$ cat src/rtl/ps2_pkg.sv
// Shared PS/2 definitions: host transmitter states, common command bytes, parity helper.
package ps2_pkg;

  typedef enum logic [2:0] {
    IDLE,
    INHIBIT,
    SEND,
    ACK,
    WAIT_IDLE
  } ps2_state_t;

  localparam logic [7:0] CMD_SET_LEDS = 8'hED;
  localparam logic [7:0] CMD_RESET    = 8'hFF;
  localparam logic [7:0] RSP_ACK      = 8'hFA;

  // Bit that makes the total count of ones across data+parity odd.
  function automatic logic odd_parity(input logic [7:0] b);
    return ~^b;
  endfunction

endpackage

$ cat src/rtl/ps2_line_sync.sv
// Two-flop synchronizer for the PS/2 clock and data lines plus a falling-edge pulse on the clock.
module ps2_line_sync (
  input  logic clk,
  input  logic rst,
  input  logic clk_raw,
  input  logic data_raw,
  output logic clk_s,
  output logic data_s,
  output logic clk_fall
);

  logic [1:0] clk_meta;
  logic [1:0] data_meta;
  logic       clk_prev;

  // Reset to the idle (pulled-up) level so leaving reset never fakes an edge.
  always_ff @(posedge clk) begin
    if (rst) begin
      clk_meta  <= 2'b11;
      data_meta <= 2'b11;
      clk_prev  <= 1'b1;
    end else begin
      clk_meta  <= {clk_meta[0], clk_raw};
      data_meta <= {data_meta[0], data_raw};
      clk_prev  <= clk_meta[1];
    end
  end

  assign clk_s    = clk_meta[1];
  assign data_s   = data_meta[1];
  assign clk_fall = clk_prev & ~clk_meta[1];

endmodule

$ cat src/rtl/ps2_host_tx.sv
// Host-to-device PS/2 transmitter: inhibit, start, 8 data LSB-first, odd parity, stop, device ACK.
//
// state     | meaning
// IDLE      | lines released, ready for a command byte
// INHIBIT   | ps2_clk held low; start bit asserted on the final cycle
// SEND      | device clocks out start/data/parity; stop released on the 10th fall
// ACK       | sample the device ACK on the next clock fall
// WAIT_IDLE | wait for both lines high, then report done
module ps2_host_tx
  import ps2_pkg::*;
#(
  parameter int unsigned INHIBIT_CYCLES = 5000,
  parameter int unsigned TIMEOUT_CYCLES = 750000
) (
  input  logic       clk,
  input  logic       rst,
  input  logic       tx_valid,
  input  logic [7:0] tx_data,
  output logic       tx_ready,
  input  logic       ps2_clk_i,
  input  logic       ps2_data_i,
  output logic       ps2_clk_oe,
  output logic       ps2_data_oe,
  output logic       rx_inhibit,
  output logic       done,
  output logic       ack_ok,
  output logic       err_timeout
);

  localparam int unsigned INH_W = $clog2(INHIBIT_CYCLES + 1);
  localparam int unsigned TMO_W = $clog2(TIMEOUT_CYCLES + 1);
  localparam logic [INH_W-1:0] INH_LOAD = INH_W'(INHIBIT_CYCLES - 1);
  localparam logic [TMO_W-1:0] TMO_LOAD = TMO_W'(TIMEOUT_CYCLES);

  ps2_state_t       state_q, state_d;
  logic [9:0]       shreg_q, shreg_d;
  logic [3:0]       bitcnt_q, bitcnt_d;
  logic [INH_W-1:0] inh_cnt_q, inh_cnt_d;
  logic [TMO_W-1:0] tmo_cnt_q, tmo_cnt_d;
  logic             ack_ok_r_q, ack_ok_r_d;
  logic             ack_ok_q, ack_ok_d;

  logic clk_s, data_s, clk_fall;
  logic tmo_hit;

  ps2_line_sync u_sync (
    .clk      (clk),
    .rst      (rst),
    .clk_raw  (ps2_clk_i),
    .data_raw (ps2_data_i),
    .clk_s    (clk_s),
    .data_s   (data_s),
    .clk_fall (clk_fall)
  );

  always_ff @(posedge clk) begin
    if (rst) begin
      state_q    <= IDLE;
      shreg_q    <= '0;
      bitcnt_q   <= '0;
      inh_cnt_q  <= '0;
      tmo_cnt_q  <= '0;
      ack_ok_r_q <= 1'b0;
      ack_ok_q   <= 1'b0;
    end else begin
      state_q    <= state_d;
      shreg_q    <= shreg_d;
      bitcnt_q   <= bitcnt_d;
      inh_cnt_q  <= inh_cnt_d;
      tmo_cnt_q  <= tmo_cnt_d;
      ack_ok_r_q <= ack_ok_r_d;
      ack_ok_q   <= ack_ok_d;
    end
  end

  // Frame timeout runs from SEND entry and is never restarted by clock falls.
  assign tmo_hit = (state_q inside {SEND, ACK, WAIT_IDLE}) && (tmo_cnt_q == '0);

  always_comb begin
    state_d     = state_q;
    shreg_d     = shreg_q;
    bitcnt_d    = bitcnt_q;
    inh_cnt_d   = inh_cnt_q;
    tmo_cnt_d   = tmo_cnt_q;
    ack_ok_r_d  = ack_ok_r_q;
    ack_ok_d    = ack_ok_q;
    ps2_clk_oe  = 1'b0;
    ps2_data_oe = 1'b0;
    done        = 1'b0;
    err_timeout = 1'b0;

    if (tmo_hit) begin
      err_timeout = 1'b1;
      state_d     = IDLE;
    end else begin
      if (state_q inside {SEND, ACK, WAIT_IDLE}) begin
        tmo_cnt_d = tmo_cnt_q - 1'b1;
      end
      case (state_q)
        IDLE: begin
          if (tx_valid) begin
            shreg_d   = {1'b1, odd_parity(tx_data), tx_data};
            bitcnt_d  = '0;
            inh_cnt_d = INH_LOAD;
            state_d   = INHIBIT;
          end
        end
        INHIBIT: begin
          ps2_clk_oe = 1'b1;
          if (inh_cnt_q == '0) begin
            ps2_data_oe = 1'b1;
            tmo_cnt_d   = TMO_LOAD;
            state_d     = SEND;
          end else begin
            inh_cnt_d = inh_cnt_q - 1'b1;
          end
        end
        SEND: begin
          // Start bit stays on the wire until the first device fall, then data bit 0.
          ps2_data_oe = (bitcnt_q == 4'd0) ? 1'b1 : ~shreg_q[0];
          if (clk_fall) begin
            if (bitcnt_q == 4'd9) begin
              bitcnt_d = 4'd10;
              state_d  = ACK;
            end else begin
              bitcnt_d = bitcnt_q + 4'd1;
              if (bitcnt_q != 4'd0) begin
                shreg_d = {1'b0, shreg_q[9:1]};
              end
            end
          end
        end
        ACK: begin
          if (clk_fall) begin
            ack_ok_r_d = ~data_s;
            state_d    = WAIT_IDLE;
          end
        end
        WAIT_IDLE: begin
          if (clk_s && data_s) begin
            done     = 1'b1;
            ack_ok_d = ack_ok_r_q;
            state_d  = IDLE;
          end
        end
        default: state_d = IDLE;
      endcase
    end
  end

  assign tx_ready   = (state_q == IDLE);
  assign rx_inhibit = (state_q != IDLE);
  assign ack_ok     = done ? ack_ok_r_q : ack_ok_q;

endmodule
$ cat config.mk
export PLATFORM = sky130hd
export DESIGN_NAME = ps2_host_tx
export DESIGN_NICKNAME = d
export VERILOG_FILES = /design/src/rtl/ps2_pkg.sv /design/src/rtl/ps2_line_sync.sv /design/src/rtl/ps2_host_tx.sv
export SDC_FILE = /design/constraint.sdc
export NUM_CORES = 1
export LEC_CHECK = 0
export ABC_CLOCK_PERIOD_IN_PS = 5900
export CAP_MARGIN = 5
export CORE_MARGIN = 4
export CORE_UTILIZATION = 40
export DETAILED_ROUTE_END_ITERATION = 10
export PLACE_DENSITY_LB_ADDON = 0.15
export SYNTH_ARGS = -nofsm -noshare
export SYNTH_HDL_FRONTEND = slang
export SYNTH_SLANG_ARGS = --single-unit
$ cat constraint.sdc
create_clock -name clk -period 5.9 [get_ports clk]
set_clock_uncertainty 0.2 [all_clocks]
set_input_delay 1.18 -clock clk [delete_from_list [all_inputs] [get_ports clk]]
set_output_delay 1.18 -clock clk [all_outputs]
set_load 0.01 [all_outputs]
==> summary.txt <==
Cells and area
  – ANT cells: 0
  – # fillers: 756
  – Share of layout cells above drive strength 1: 13.0%
  – Commonest cells after routing, fill and taps aside: dfxtp_1 (57), nor2_1 (35), a21oi_1 (28), nand2_1 (26), xnor2_1 (22)
  – Synth-to-layout area growth: 14.1%
  – Fin area: 0.00361 mm^2
  – Most common cell after layout, fill and taps aside: dfxtp_1
  – Final Core Density: 46.8%
  – Final #Nets: 399

Clocking
  – Worst-Skew Late Latency: 0.34 ns
  – Root buf cell: clkbuf_8
  – Post-CTS Setup Inserts: 0
  – Resize count post-CTS: 0
  – Number of hold buffers added after cts: 0
  – Clock Sinks: 57
  – Clock transition at the registers of the reported paths: 0.07 ns
  – Total CTS buffers: 9
  – CTS Buffer Depth: 2
  – CTS tree: built
  – H-tree depth: 3

Hold path
  – Worst Hold Endpoint: u_sync.data_meta[1]$_SDFF_PP1_
  – Cells on Worst Hold Path: 1
  – Hold_sp: u_sync.data_meta[0]$_SDFF_PP1_
  – Worst hold path type: flip-flop to flip-flop

Timing
  – Final setup vio count: 0
  – Tmin final: 4.17 ns
  – Hold Vio Cnt, Final: 0
  – Crit share post-route: 70.7%
  – Post-route setup TNS: 0 ns
  – Max Slew Vio Count: 0
  – F_max: 0.240 GHz
  – RSZ-0062 raised after global routing: no
  – Headroom to the max-slew limit: 43.8%
  – Worst Max-Slew Pin Slew: 0.837 ns

Synthesis
  – Synthesized instance count: 364
  – Netlist cell types: 58
  – Yosys reg bits: 57
  – Top_reg_cell synth: dfxtp_1
  – Yosys warns: 0
  – Post-synth ARST share: 0%
  – Synthesized cell area: 0.00317 mm^2
  – Synth Net Count: 384
  – Avg Synthesized Cell Area: 8.70 um^2
  – Register area share after synthesis: 36.0%
  – Number of synthesized flops with an enable pin: 0

Floorplanning
  – Floorplan row count: 32
  – Chip width: 97.0 um
  – I/O pins: 20
  – Initial Utilization: 41.0%
  – Die area: 0.00940 mm^2
  – CORE AREA: 0.00773 mm^2
  – Die height: 97.0 um

Route
  – DR vias/cell: 5.46
  – 1st-iter DRT viols: 137
  – Residual DRC: 0
  – Average wire per standard cell: 14.6 um
  – Antenna-violating nets left: 0
  – Final WL: 7.09 mm
  – Initial DRT Pass Iterations: 4
  – Vias: 2655

Global route
  – All-Layer GR Usage: 15.8%
  – Vias in the first global route: 2552
  – Global-route wire length before repair: 12.2 mm
  – Initial antenna violation count: 0
  – Grt total ovfl: 0
  – Largest net degree at the start of global routing: 49

Critical path
  – CP Capture Type: output port
  – Worst reg2reg path depth: 5
  – WP data arrival: 2.79 ns
  – Reg-to-Reg End: shreg_q[6]$_SDFFE_PP0P_
  – Startpoint types: flip-flop
  – WS Path Type: flip-flop to output port
  – Crit-path max FO: 13
  – Req. time, crit path: 4.52 ns
  – Worst reg2reg startpoint: state_q[1]$_SDFFE_PP0P_
  – Register-to-register setup slack: 2.90 ns

Pwr
  – Leakage dissipation: 0.00133 uW
  – PD cells: 600 mW/mm^2
  – Final Power: 2170 uW
  – Peak VDD IR: 0.000379 V

Run status
  – Status: finished, final reports clean

Placement
  – Number of buffers added on ports: 19
  – Placed cell areas: 0.00342 mm^2
  – RePlAce Congestion: 0.807
  – DP HPWL: 5.03 mm

Job
  – Max_cap viols: 0
critical path: stages (launching register included):
cell and delay [ns]:
dfxtp_1 0.43, nor2_1 0.66, nand2_1 0.43, a21oi_1 0.23, nor2_1 0.07, nor2_1 0.10, clkdlybuf4s50_1 0.54
metrics by stage:
| step | hold slack [ns] | instances | worst slack [ns] |
|---|---|---|---|
| after floorplan | 0.189 | 364 | 2.96 |
| after global placement | 0.193 | 470 | 2.17 |
| after detailed placement | 0.192 | 470 | 2.07 |
| after CTS | 0.210 | 486 | 1.70 |
| after global routing | 0.229 | 486 | 1.45 |
| final | 0.208 | 486 | 1.73 |
Yosys cell counts (5+ instances only):
| cell type | count | area [um^2] |
|---|---|---|
| a211oi_1 | 8 | 60.1 |
| a21oi_1 | 28 | 140 |
| a31oi_1 | 5 | 31.3 |
| clkbuf_1 | 11 | 41.3 |
| dfxtp_1 | 57 | 1140 |
| ha_1 | 7 | 87.6 |
| inv_1 | 13 | 48.8 |
| mux2_4 | 8 | 120 |
| nand2_1 | 26 | 97.6 |
| nand3_1 | 13 | 65.1 |
| nor2_1 | 35 | 131 |
| nor2b_1 | 11 | 68.8 |
| nor3_1 | 10 | 50.1 |
| nor4_1 | 8 | 50.1 |
| o211ai_1 | 6 | 45.0 |
| o21ai_0 | 10 | 50.1 |
| or2_2 | 6 | 37.5 |
| or3_1 | 7 | 43.8 |
| xnor2_1 | 22 | 193 |
registers in the layout (all words and copies together), names as in the netlist:
register / flops
ack_ok_q: 1
u_sync.clk_prev: 1
bitcnt_q: 4
ack_ok_r_q: 1
inh_cnt_q: 13
u_sync.clk_meta: 2
tmo_cnt_q: 20
shreg_q: 10
u_sync.data_meta: 2
state_q: 3
per-layer routing:
metal | up-vias | track usage [%] | part of all wire [%]
li1 | 1353 | - | -
met4 | 0 | 5.51 | 1.6
met2 | 29 | 25.3 | 48
met3 | 11 | 4.25 | 2.9
met1 | 1262 | 20.3 | 47
met5 | - | 0 | 0
logic make-up (layout without fill, tap and decap cells):
kind of cell | Yosys count | count (layout) | synth area share (%)
AO/OA/AOI/OAI | 77 | 77 | 15.6
XOR/XNOR | 26 | 26 | 7.19
adder cells (fa/ha/maj) | 7 | 7 | 2.77
buffers and inverters | 29 | 49 | 3.83
flip-flops | 57 | 57 | 36.0
multiplexers | 13 | 13 | 5.53
AND/OR/NAND/NOR | 155 | 155 | 29.1
worst max path at each step:
| stage | start | slack [ns] | depth (start not counted) | end |
|---|---|---|---|---|
| after floorplan | tmo_cnt_q[11]$_SDFFE_PP0N_ | 2.96 | 4 | ack_ok |
| after global placement | state_q[0]$_SDFFE_PP0P_ | 2.17 | 6 | ps2_data_oe |
| after detailed placement | state_q[0]$_SDFFE_PP0P_ | 2.07 | 6 | ps2_data_oe |
| after CTS | state_q[0]$_SDFFE_PP0P_ | 1.70 | 6 | ps2_data_oe |
| after global routing | state_q[0]$_SDFFE_PP0P_ | 1.45 | 6 | ps2_data_oe |
| final | state_q[0]$_SDFFE_PP0P_ | 1.73 | 6 | ps2_data_oe |
area by class of cell:
type / instances / area (um^2) / area share, %
clock buffer: 10 / 138 / 3.81
sequential: 57 / 1140 / 31.6
multi-input combinational: 278 / 1900 / 52.7
tap: 102 / 128 / 3.53
clock inverter: 6 / 57.6 / 1.59
timing repair buffer: 20 / 198 / 5.47
inverter: 13 / 48.8 / 1.35
where the power goes:
| group | leakage, uW | total, uW | switching (uW) | internal, uW |
|---|---|---|---|---|
| sequential | 0.000466 | 638 | 136 | 502 |
| clock | 0.000102 | 368 | 164 | 203 |
| combinational | 0.000759 | 1160 | 675 | 487 |
| total | 0.00133 | 2170 | 975 | 1190 |
Power figures use the tool's default switching activity.
